`src/rtl/mem_lsu_port.sv`:
```
// MEM-stage load/store port: captures one load/store, runs a req/gnt/rvalid
// handshake with variable-latency data memory and stalls the pipeline meanwhile.
module mem_lsu_port #(
    parameter int ADDR_W      = 32,
    parameter bit ALIGN_CHECK = 1'b1,
    parameter bit FWD_EN      = 1'b1
) (
    input  logic              clk,
    input  logic              reset,
    input  logic              req_valid,
    input  logic              req_we,
    input  logic [1:0]        req_size,
    input  logic              req_sext,
    input  logic [ADDR_W-1:0] req_addr,
    input  logic [31:0]       req_wdata_orig,
    input  logic [31:0]       wb_back,
    input  logic              fwd_sel,
    output logic              stall,
    output logic              rsp_valid,
    output logic [31:0]       rsp_rdata,
    output logic              adel,
    output logic              ades,
    output logic              mem_req,
    output logic              mem_we,
    output logic [ADDR_W-1:0] mem_addr,
    output logic [3:0]        mem_be,
    output logic [31:0]       mem_wdata,
    input  logic              mem_gnt,
    input  logic              mem_rvalid,
    input  logic [31:0]       mem_rdata
);

    typedef enum logic [1:0] {
        IDLE = 2'd0,
        REQ  = 2'd1,
        WAIT = 2'd2,
        RESP = 2'd3
    } state_t;

    state_t            state_r;
    state_t            state_next_s;
    logic              misaligned_s;
    logic              exc_s;
    logic [1:0]        offset_s;
    logic [3:0]        be_s;
    logic [31:0]       store_data_s;
    logic [31:0]       wdata_s;
    logic              we_r;
    logic [1:0]        size_r;
    logic              sext_r;
    logic [1:0]        off_r;
    logic              rsp_valid_r;
    logic [31:0]       rsp_rdata_r;
    logic              adel_r;
    logic              ades_r;
    logic              mem_req_r;
    logic              mem_we_r;
    logic [ADDR_W-1:0] mem_addr_r;
    logic [3:0]        mem_be_r;
    logic [31:0]       mem_wdata_r;

    // Bring the addressed lane down to bit 0 and extend it to 32 bits.
    function automatic logic [31:0] extend_load(input logic [31:0] raw, input logic [1:0] off,
                                                input logic [1:0] size, input logic sext);
        logic [31:0] sh;
        logic [31:0] res;
        sh = raw >> {off, 3'b000};
        case (size)
            2'd0:    res = {{24{sext & sh[7]}}, sh[7:0]};
            2'd1:    res = {{16{sext & sh[15]}}, sh[15:0]};
            default: res = sh;
        endcase
        return res;
    endfunction

    // Per-size alignment, lane offset and byte enables of the incoming request.
    always_comb begin
        misaligned_s = 1'b0;
        offset_s     = 2'b00;
        be_s         = 4'b1111;
        case (req_size)
            2'd0: begin
                misaligned_s = 1'b0;
                offset_s     = req_addr[1:0];
                be_s         = 4'b0001 << req_addr[1:0];
            end
            2'd1: begin
                misaligned_s = req_addr[0];
                offset_s     = {req_addr[1], 1'b0};
                be_s         = req_addr[1] ? 4'b1100 : 4'b0011;
            end
            default: begin
                misaligned_s = (req_addr[1:0] != 2'b00);
                offset_s     = 2'b00;
                be_s         = 4'b1111;
            end
        endcase
    end

    // Offsets are masked per size above, so with the check disabled the stray bits just drop out.
    assign exc_s        = ALIGN_CHECK && misaligned_s;
    assign store_data_s = (FWD_EN && fwd_sel) ? wb_back : req_wdata_orig;
    assign wdata_s      = store_data_s << {offset_s, 3'b000};

    // Next-state decode; handshake inputs only matter in REQ and WAIT.
    always_comb begin
        state_next_s = state_r;
        case (state_r)
            IDLE: begin
                if (req_valid) begin
                    state_next_s = exc_s ? RESP : REQ;
                end else begin
                    state_next_s = IDLE;
                end
            end
            REQ: begin
                if (mem_gnt) begin
                    state_next_s = we_r ? RESP : WAIT;
                end else begin
                    state_next_s = REQ;
                end
            end
            WAIT: begin
                if (mem_rvalid) begin
                    state_next_s = RESP;
                end else begin
                    state_next_s = WAIT;
                end
            end
            RESP:    state_next_s = IDLE;
            default: state_next_s = IDLE;
        endcase
    end

    // State register.
    always_ff @(posedge clk) begin
        if (reset) begin
            state_r <= IDLE;
        end else begin
            state_r <= state_next_s;
        end
    end

    // Request capture, memory-side outputs and registered response.
    always_ff @(posedge clk) begin
        if (reset) begin
            we_r        <= 1'b0;
            size_r      <= 2'd0;
            sext_r      <= 1'b0;
            off_r       <= 2'd0;
            rsp_valid_r <= 1'b0;
            rsp_rdata_r <= 32'h0;
            adel_r      <= 1'b0;
            ades_r      <= 1'b0;
            mem_req_r   <= 1'b0;
            mem_we_r    <= 1'b0;
            mem_addr_r  <= '0;
            mem_be_r    <= 4'b0000;
            mem_wdata_r <= 32'h0;
        end else begin
            rsp_valid_r <= (state_next_s == RESP);
            rsp_rdata_r <= 32'h0;
            adel_r      <= 1'b0;
            ades_r      <= 1'b0;
            case (state_r)
                IDLE: begin
                    if (req_valid) begin
                        we_r   <= req_we;
                        size_r <= req_size;
                        sext_r <= req_sext;
                        off_r  <= offset_s;
                        if (exc_s) begin
                            adel_r <= ~req_we;
                            ades_r <= req_we;
                        end else begin
                            mem_req_r   <= 1'b1;
                            mem_we_r    <= req_we;
                            mem_addr_r  <= {req_addr[ADDR_W-1:2], 2'b00};
                            mem_be_r    <= be_s;
                            mem_wdata_r <= req_we ? wdata_s : 32'h0;
                        end
                    end
                end
                REQ: begin
                    if (mem_gnt) begin
                        mem_req_r   <= 1'b0;
                        mem_we_r    <= 1'b0;
                        mem_addr_r  <= '0;
                        mem_be_r    <= 4'b0000;
                        mem_wdata_r <= 32'h0;
                    end
                end
                WAIT: begin
                    if (mem_rvalid) begin
                        rsp_rdata_r <= extend_load(mem_rdata, off_r, size_r, sext_r);
                    end
                end
                default: begin
                end
            endcase
        end
    end

    assign stall     = req_valid & (state_r != RESP);
    assign rsp_valid = rsp_valid_r;
    assign rsp_rdata = rsp_rdata_r;
    assign adel      = adel_r;
    assign ades      = ades_r;
    assign mem_req   = mem_req_r;
    assign mem_we    = mem_we_r;
    assign mem_addr  = mem_addr_r;
    assign mem_be    = mem_be_r;
    assign mem_wdata = mem_wdata_r;

endmodule

```
`config.mk`:
```
export PLATFORM = sky130hd
export DESIGN_NAME = mem_lsu_port
export DESIGN_NICKNAME = d
export VERILOG_FILES = /design/src/rtl/mem_lsu_port.sv
export SDC_FILE = /design/constraint.sdc
export NUM_CORES = 1
export LEC_CHECK = 0
export CAP_MARGIN = 15
export CORE_ASPECT_RATIO = 0.75
export CORE_MARGIN = 3
export CORE_UTILIZATION = 24
export DETAILED_ROUTE_END_ITERATION = 6
export SLEW_MARGIN = 30
export SYNTH_ARGS = -nofsm -noshare
export SYNTH_HDL_FRONTEND = slang
export SYNTH_SLANG_ARGS = --single-unit
```
`constraint.sdc`:
```
create_clock -name clk -period 2.32 [get_ports clk]
set_input_delay 0.464 -clock clk [delete_from_list [all_inputs] [get_ports clk]]
set_output_delay 0.464 -clock clk [all_outputs]
set_load 0.01 [all_outputs]
```
Yosys cells after proc, flatten, opt, wreduce, memory -nomap -nowiden --
Cells that the tools add are included.
Word-level totals: register bits 113, bits in latches 0, bits in writable memories 0, memory bits (read-only) 0, input bits 138, output and inout port bits 106, word-level logic and storage cells 76, memories kept 0
Operators by class: add/sub/neg operators 0, multiply operators 0, divide/modulo/power cells 0, magnitude comparators 0, eq/ne operators 10, shift-type cells 3, mux-type cells 31, bitwise operators 9, reduce and logical (&&, ||, !) cells 9
Operator list (count):
- $mux W32 | 7
- $pmux W32 S2 | 3
- $shl A32 B5 Y32 | 1
- $shr A32 B5 Y32 | 1
- $mux W4 | 4
- $pmux W4 S2 | 2
- $ne A2 B2 Y1 const B | 4
- $pmux W2 S4 | 1
- $mux W1 | 7
- $eq A2 B1 Y1 const B | 3
- $eq A2 B2 Y1 const B | 3
- $logic_not A2 Y1 | 3
- $mux W2 | 3
- $not A1 Y1 | 6
- $pmux W1 S2 | 3
- $pmux W2 S2 | 1
- $reduce_and A4 Y1 | 1
- $reduce_bool A2 Y1 | 2
- $reduce_or A4 Y1 | 1
- $shl A1 B2 Y4 const A | 1
- $and A1 B1 Y1 | 3
- $reduce_or A3 Y1 | 1
- $reduce_and A2 Y1 | 1

Longest topological paths before layout --
Gate-level depths: netlist of run 1.
word-level depth 7, gate-level depth with buffers 7, depth with buffers taken out 4

Worst setup path after synthesis of run 1 --
OpenSTA, ideal clock, no wires.
path kind input-to-reg, start point input port req_size[1], end point register mem_wdata_r[30] (netlist: mem_wdata[30]), library setup time 0.122 ns, arrival time 1.797 ns, required time 2.198 ns, path slack 0.401 ns, stages 5, path buffers 2, cell sequence buf_2 nor3b_1 clkbuf_1 mux4_2 a221o_1
On the way: word-level cells in the longest chain between the ends 7, elaborated cells on any way between the ends 11, those cells by class eq/ne (2); shift (1); mux (6); reduce/logical (2)
RTL lines:
- start: declaration | line 12 | input logic [1:0] req_size,
- $eq A2 B1 Y1 or $logic_not A2 Y1 (tied branches) | line 81 | case (req_size)
- $pmux W2 S2 | line 81
- $shl A32 B5 Y32 | line 103 | assign wdata_s = store_data_s << {offset_s, 3'b000};
- $mux W32 | line 180 | mem_wdata_r <= req_we ? wdata_s : 32'h0;
- $mux W32 | line 172 | if (exc_s) begin
- $mux W32 | line 167 | if (req_valid) begin
- $pmux W32 S2 | line 165 | case (state_r)
- end signal: assignment | line 180
- end: declaration | line 60 | logic [31:0] mem_wdata_r;
Several ways; a longest one is shown, not always the timed one. The select of a mux whose other input is x is not followed. A chain may end at the register's enable or synchronous reset.

Worst setup path in the final report of run 1 --
start point input port req_size[1], end point register mem_wdata_r[16] (netlist: mem_wdata[16])
Same word-level chain as after synthesis.

==> results.json, run 1 <==
{
  "status": "finished, final reports clean",
  "viasPerCell": 4.74,
  "synth_edf_count": 0,
  "hold_violations": 0,
  "min_path_cells": 2,
  "cts_max_level": 3,
  "postRouteAntennaNets": 0,
  "synthCells": 460,
  "drv_cap": 0,
  "die_area_um2": 21700,
  "netlist_area_um2": 4790,
  "gp_congestion": 0.848,
  "synth_flop_cell": "dfxtp_1",
  "grt_pass1_wl_um": 25800,
  "overflow": 0,
  "die_h_um": 128,
  "clockRootBuffer": "clkbuf_16",
  "clockBufferDepth": 2,
  "dr_total_vias": 4580,
  "antenna_found_initial": 2,
  "cts_buffers": 9,
  "postCtsSetupBuffers": 0,
  "fin_area_um2": 7970,
  "cts_tree": "done",
  "end_kind": "flop",
  "regToRegSetupSlack_ps": 580,
  "grt_max_degree": 40,
  "start_util": 0.246,
  "rsz0062_at_grt": "no",
  "final_nets": 845,
  "track_usage": 0.151,
  "slew_headroom": 0.524,
  "timing.rr.end": "mem_addr[6]",
  "final_common_cell": "clkdlybuf4s50_1",
  "ys_ff_latch": 111,
  "fill_cells": 1878,
  "num_rows": 44,
  "area_growth_pct": 66.3,
  "mostFrequentLayoutCells": "clkdlybuf4s50_1 (239), dfxtp_1 (111), a22o_1 (39), nand2_1 (36), a21oi_1 (32)",
  "finalMaxSlewViolations": 0,
  "finalCritPeriodShare": 0.878,
  "crit_required_ps": 2580,
  "hold_path_class": "flop to flop",
  "coreArea_um2": 19500,
  "drive_above_1_share": 0.119,
  "placed_area_um2": 7660,
  "ff2ff_path_depth": 5,
  "fin_skew_ps": 9.07,
  "ys_async_sr_fraction": 0,
  "clock_sinks": 111,
  "worstHoldEndpoint": "mem_req",
  "p_per_area_nw_per_um2": 582,
  "yosysSeqAreaShare": 0.463,
  "synth.avg_cell_area_um2": 10.4,
  "setup_violations": 0,
  "max_freq_ghz": 0.491,
  "drt_first_iter_violations": 248,
  "ys.warnings.count": 0,
  "reg2reg_from": "state_r[1]",
  "crit_arrival_ps": 2290,
  "yosys.cell_types.count": 41,
  "cts.clk_slew.worst_paths_ps": 90,
  "first_pass_iters": 5,
  "worst_pin_slew_ps": 712,
  "io_buffers": 241,
  "p_leak_nw": 2.90,
  "die_w_um": 169,
  "start_kind": "primary input",
  "postCtsHoldBufs": 0,
  "finalPower_mw": 4.64,
  "clock_latency_ps": 360,
  "crit_type": "primary input to flop",
  "hold_start": "mem_req",
  "wl_um": 17200,
  "place_hpwl_um": 13400,
  "grt_pass1_vias": 4506,
  "wl_per_cell_um": 17.8,
  "io_pins": 244,
  "fin_crit_ps": 2040,
  "vdd_drop_max_uv": 380,
  "cp_max_fo": 29,
  "drc": 0
}
==> routing by layer <==
layer | wire length (µm) | part of all wire | global-route usage
met4 | 302 | 0.018 | 0.0428
met1 | 8130 | 0.47 | 0.213
met3 | 963 | 0.056 | 0.0387
met5 | 26 | 0.0015 | 0
met2 | 7740 | 0.45 | 0.229
==> synthesized netlist by cell type (3+ instances only) <==
cell type  instances  area (µm²)
dfxtp_1          111        2220
a22o_1            39         342
nand2_1           36         135
a21oi_1           32         160
nor2_1            31         116
a211oi_1          28         210
mux2i_1           22         220
o21ai_0           20         100
nor2b_1           19         119
mux4_2            17         383
a221o_1           16         160
buf_2             14        70.1
clkbuf_1          11        41.3
mux2_2             9         101
and2_1             7        43.8
buf_4              7        52.6
buf_1              6        22.5
inv_1              3        11.3
o31ai_1            3        22.5
==> state kept, by name, indices dropped and copies added (netlist names), 2 cells and up <==
signal	count
mem_addr	30
mem_be	4
mem_wdata	32
off_r	2
rsp_rdata	32
size_r	2
state_r	2
==> worst max-delay path by stage <==
| stage | cells past startpoint | endpoint | startpoint |
|---|---|---|---|
| after detailed placement | 6 | mem_wdata[16] | req_size[1] |
| after CTS | 3 | stall | req_valid |
| after global placement | 6 | mem_addr[13] | req_addr[0] |
| after global routing | 7 | mem_wdata[26] | req_size[1] |
| after floorplan | 5 | mem_wdata[30] | req_size[1] |
| final | 6 | mem_wdata[16] | req_size[1] |
==> power by group <==
group / internal (mW) / leakage [nW] / switching, mW / total (mW)
Sequential: 1.99 / 0.900 / 0.0562 / 2.04
Combinational: 0.549 / 1.84 / 0.392 / 0.941
Clock: 0.795 / 0.154 / 0.864 / 1.66
Total: 3.33 / 2.90 / 1.31 / 4.64
==> through the flow <==
stage                     setup WS [ps]  std cells  hold slack, ps  setup TNS [ps]  utilization
after floorplan                     401        461             451               0            -
after global placement             -131        949             437           -4090        0.393
after detailed placement           -118        949             440           -2060        0.393
after CTS                          43.0        965             451               0        0.409
after global routing                161        965             484               0        0.409
final                               282        966             447               0        0.409
==> cell type report <==
cell class / count / area, µm² / share of cell area
diodes: 1 / 2.50 / 0.000314
clock buffers: 9 / 225 / 0.0282
clock inverters: 7 / 86.3 / 0.0108
inverters: 3 / 11.3 / 0.00141
multi-input cells: 307 / 2370 / 0.297
flip-flops and latches: 111 / 2220 / 0.279
well taps: 253 / 317 / 0.0397
repair buffers: 275 / 2740 / 0.344
==> worst max-delay path: stages <==
cell and delay, ps:
clkdlybuf4s50_1 520, nor3b_2 320, buf_12 230, buf_4 160, mux4_2 300, a221o_1 300
==> what timing repair did <==
action,in CTS,in global routing
setup endpoints to repair,0,1
hold endpoints to repair,0,0
gates resized for setup,0,1
==> cells by family after synthesis <==
| group | synth area share |
|---|---|
| other cells | 0.000782 |
| buf+inv | 0.0459 |
| simple gates | 0.116 |
| mux | 0.147 |
| flops | 0.463 |
| xor+xnor | 0.00365 |
| compound gates | 0.223 |
Note: power is estimated with default switching activity, not from simulation.
==> run 2, diff against run 1 <==
--- a/config.mk
+++ b/config.mk
@@ -5,7 +5,6 @@
 export SDC_FILE = /design/constraint.sdc
 export NUM_CORES = 1
 export LEC_CHECK = 0
-export CAP_MARGIN = 15
 export CORE_ASPECT_RATIO = 0.75
 export CORE_MARGIN = 3
 export CORE_UTILIZATION = 24
==> results of run 2 <==
Final layout, timing and power as in run 1 (identical DEF).
==> run 3, diff against run 2 <==
--- a/config.mk
+++ b/config.mk
@@ -9,6 +9,7 @@
 export CORE_MARGIN = 3
 export CORE_UTILIZATION = 24
 export DETAILED_ROUTE_END_ITERATION = 6
+export SKIP_CTS_REPAIR_TIMING = 1
 export SLEW_MARGIN = 30
 export SYNTH_ARGS = -nofsm -noshare
 export SYNTH_HDL_FRONTEND = slang
==> constraint.sdc (replaced) <==
create_clock -name clk -period 1.8 [get_ports clk]
set_input_delay 0.36 -clock clk [delete_from_list [all_inputs] [get_ports clk]]
set_output_delay 0.36 -clock clk [all_outputs]
set_load 0.01 [all_outputs]
==> results.json, run 3 (same netlist as run 1, synthesis figures left out) <==
{
  "regToRegSetupSlack_ps": 90,
  "p_sw_frac": 0.273,
  "setup_violations": 0,
  "clockBufferDepth": 2,
  "die_h_um": 128,
  "grt_pass1_wl_um": 26000,
  "hold_path_class": "flop to flop",
  "startpoint": "state_r[1]",
  "top_layer_used": "met4",
  "worstHoldEndpoint": "mem_req",
  "wl_per_cell_um": 17.4,
  "status": "finished, final reports clean",
  "slew_headroom": 0.544,
  "crit_type": "flop to flop",
  "io_buffers": 241,
  "hold_start": "mem_req",
  "crit_arrival_ps": 2000,
  "cts_tree": "done",
  "finalCritPeriodShare": 0.949,
  "dr_total_vias": 4622,
  "first_pass_iters": 4,
  "io_pins": 244,
  "postRouteAntennaNets": 0,
  "track_usage": 0.151,
  "antenna_found_initial": 1,
  "start_kind": "flop",
  "cts.clk_slew.worst_paths_ps": 80,
  "wl_met1_um": 8170,
  "final_util": 0.424,
  "overflow": 0,
  "final_common_cell": "clkdlybuf4s50_1",
  "ff2ff_path_depth": 6,
  "final_cells": 992,
  "wl_um": 17300,
  "hold_violations": 0,
  "reg2reg_from": "state_r[1]",
  "start_util": 0.246,
  "p_switching_mw": 1.63,
  "timing.rr.end": "mem_wdata[28]",
  "setup_tns_ps": 0,
  "cp_max_fo": 8,
  "place_hpwl_um": 13400,
  "wl_met2_um": 7710,
  "viasPerCell": 4.66,
  "mostFrequentLayoutCells": "clkdlybuf4s50_1 (234), dfxtp_1 (111), buf_4 (50), a22o_1 (39), nand2_1 (36)",
  "p_leak_nw": 3.08,
  "clock_power_share": 0.339,
  "finalPower_mw": 5.98,
  "drive_above_1_share": 0.160,
  "area_growth_pct": 72.2,
  "setup_ws_ps": 92.2,
  "dpl.cell_count": 969,
  "vdd_drop_max_uv": 440,
  "p_seq_frac": 0.440,
  "num_rows": 44,
  "drc": 0,
  "rsz0062_at_grt": "no",
  "crit_required_ps": 2090,
  "finalMaxSlewViolations": 0,
  "fin_crit_ps": 1710,
  "clockRootBuffer": "clkbuf_16",
  "wl_met3_um": 1110,
  "coreArea_um2": 19500,
  "p_comb_frac": 0.222,
  "worst_pin_slew_ps": 683,
  "cts_buffers": 9,
  "drv_cap": 0,
  "cts_max_level": 3,
  "pre_cts_ws_ps": -490,
  "grt_pass1_vias": 4591,
  "clock_latency_ps": 350,
  "end_kind": "flop",
  "clock_sinks": 111,
  "drt_first_iter_violations": 262,
  "max_freq_ghz": 0.586,
  "grt_max_degree": 33,
  "die_area_um2": 21700,
  "die_w_um": 169,
  "p_int_mw": 4.35,
  "final_nets": 870,
  "gp_congestion": 0.850,
  "fin_skew_ps": 8.39,
  "p_per_area_nw_per_um2": 725,
  "min_path_cells": 2,
  "fill_cells": 1896
}
## run 3: cell count changes in the layout (fill, tap and decap cells not counted), moves of 2 or more
cell / before / now
buf_12: 6 / 8
a211oi_1: 28 / 23
clkdlybuf4s50_1: 239 / 234
inv_12: 2 / 0
inv_8: 4 / 2
a211oi_2: 0 / 5
buf_4: 28 / 50
clkinv_8: 0 / 2
dlymetal6s2s_1: 1 / 6
## run 3: worst max path at each step
stage	end	slack (ps)
finish	mem_wdata[28]	90
global route	mem_wdata[26]	10
CTS	stall	-380
detailed placement	mem_wdata[27]	-490
global placement	mem_addr[17]	-560
floorplan	mem_wdata[27]	1
## run 3: power by group through the flow
stage          clock (mW)  combinational (mW)  sequential, mW
2_1_floorplan           0               0.500            2.72
3_3_place_gp            0                1.28            2.69
3_5_place_dp            0                1.30            2.69
4_1_cts              2.11                1.30            2.63
5_1_grt              2.21                1.42            2.64
6_report             2.03                1.33            2.63
## run 3: stage by stage
stage,hold WS [ps],area [µm²]
final,450,8250
after global routing,480,8250
after floorplan,438,4800
after detailed placement,439,7830
after CTS,451,8140
after global placement,438,7830
## run 3: layer usage
layer	track usage	vias to the layer above
met2	0.233	140
met4	0.0413	0
met1	0.208	2199
met5	0	-
li1	-	2269
met3	0.0421	14
## run 3: cell type report
class / instances / area, µm² / area share
Clock inverter: 7 / 81.3 / 0.00985
Inverter: 3 / 11.3 / 0.00136
Timing Repair Buffer: 300 / 2980 / 0.361
Multi-Input combinational cell: 307 / 2410 / 0.292
Clock buffer: 9 / 225 / 0.0273
Sequential cell: 111 / 2220 / 0.269
Antenna cell: 2 / 5.00 / 0.000606
Tap cell: 253 / 317 / 0.0384
## run 3: critical path, cell delays in order (launching register included)
cell,delay [ps]
dfxtp_1,380
buf_4,170
nor4b_4,340
o2111ai_1,170
buf_4,210
a211oi_1,230
a221o_1,150
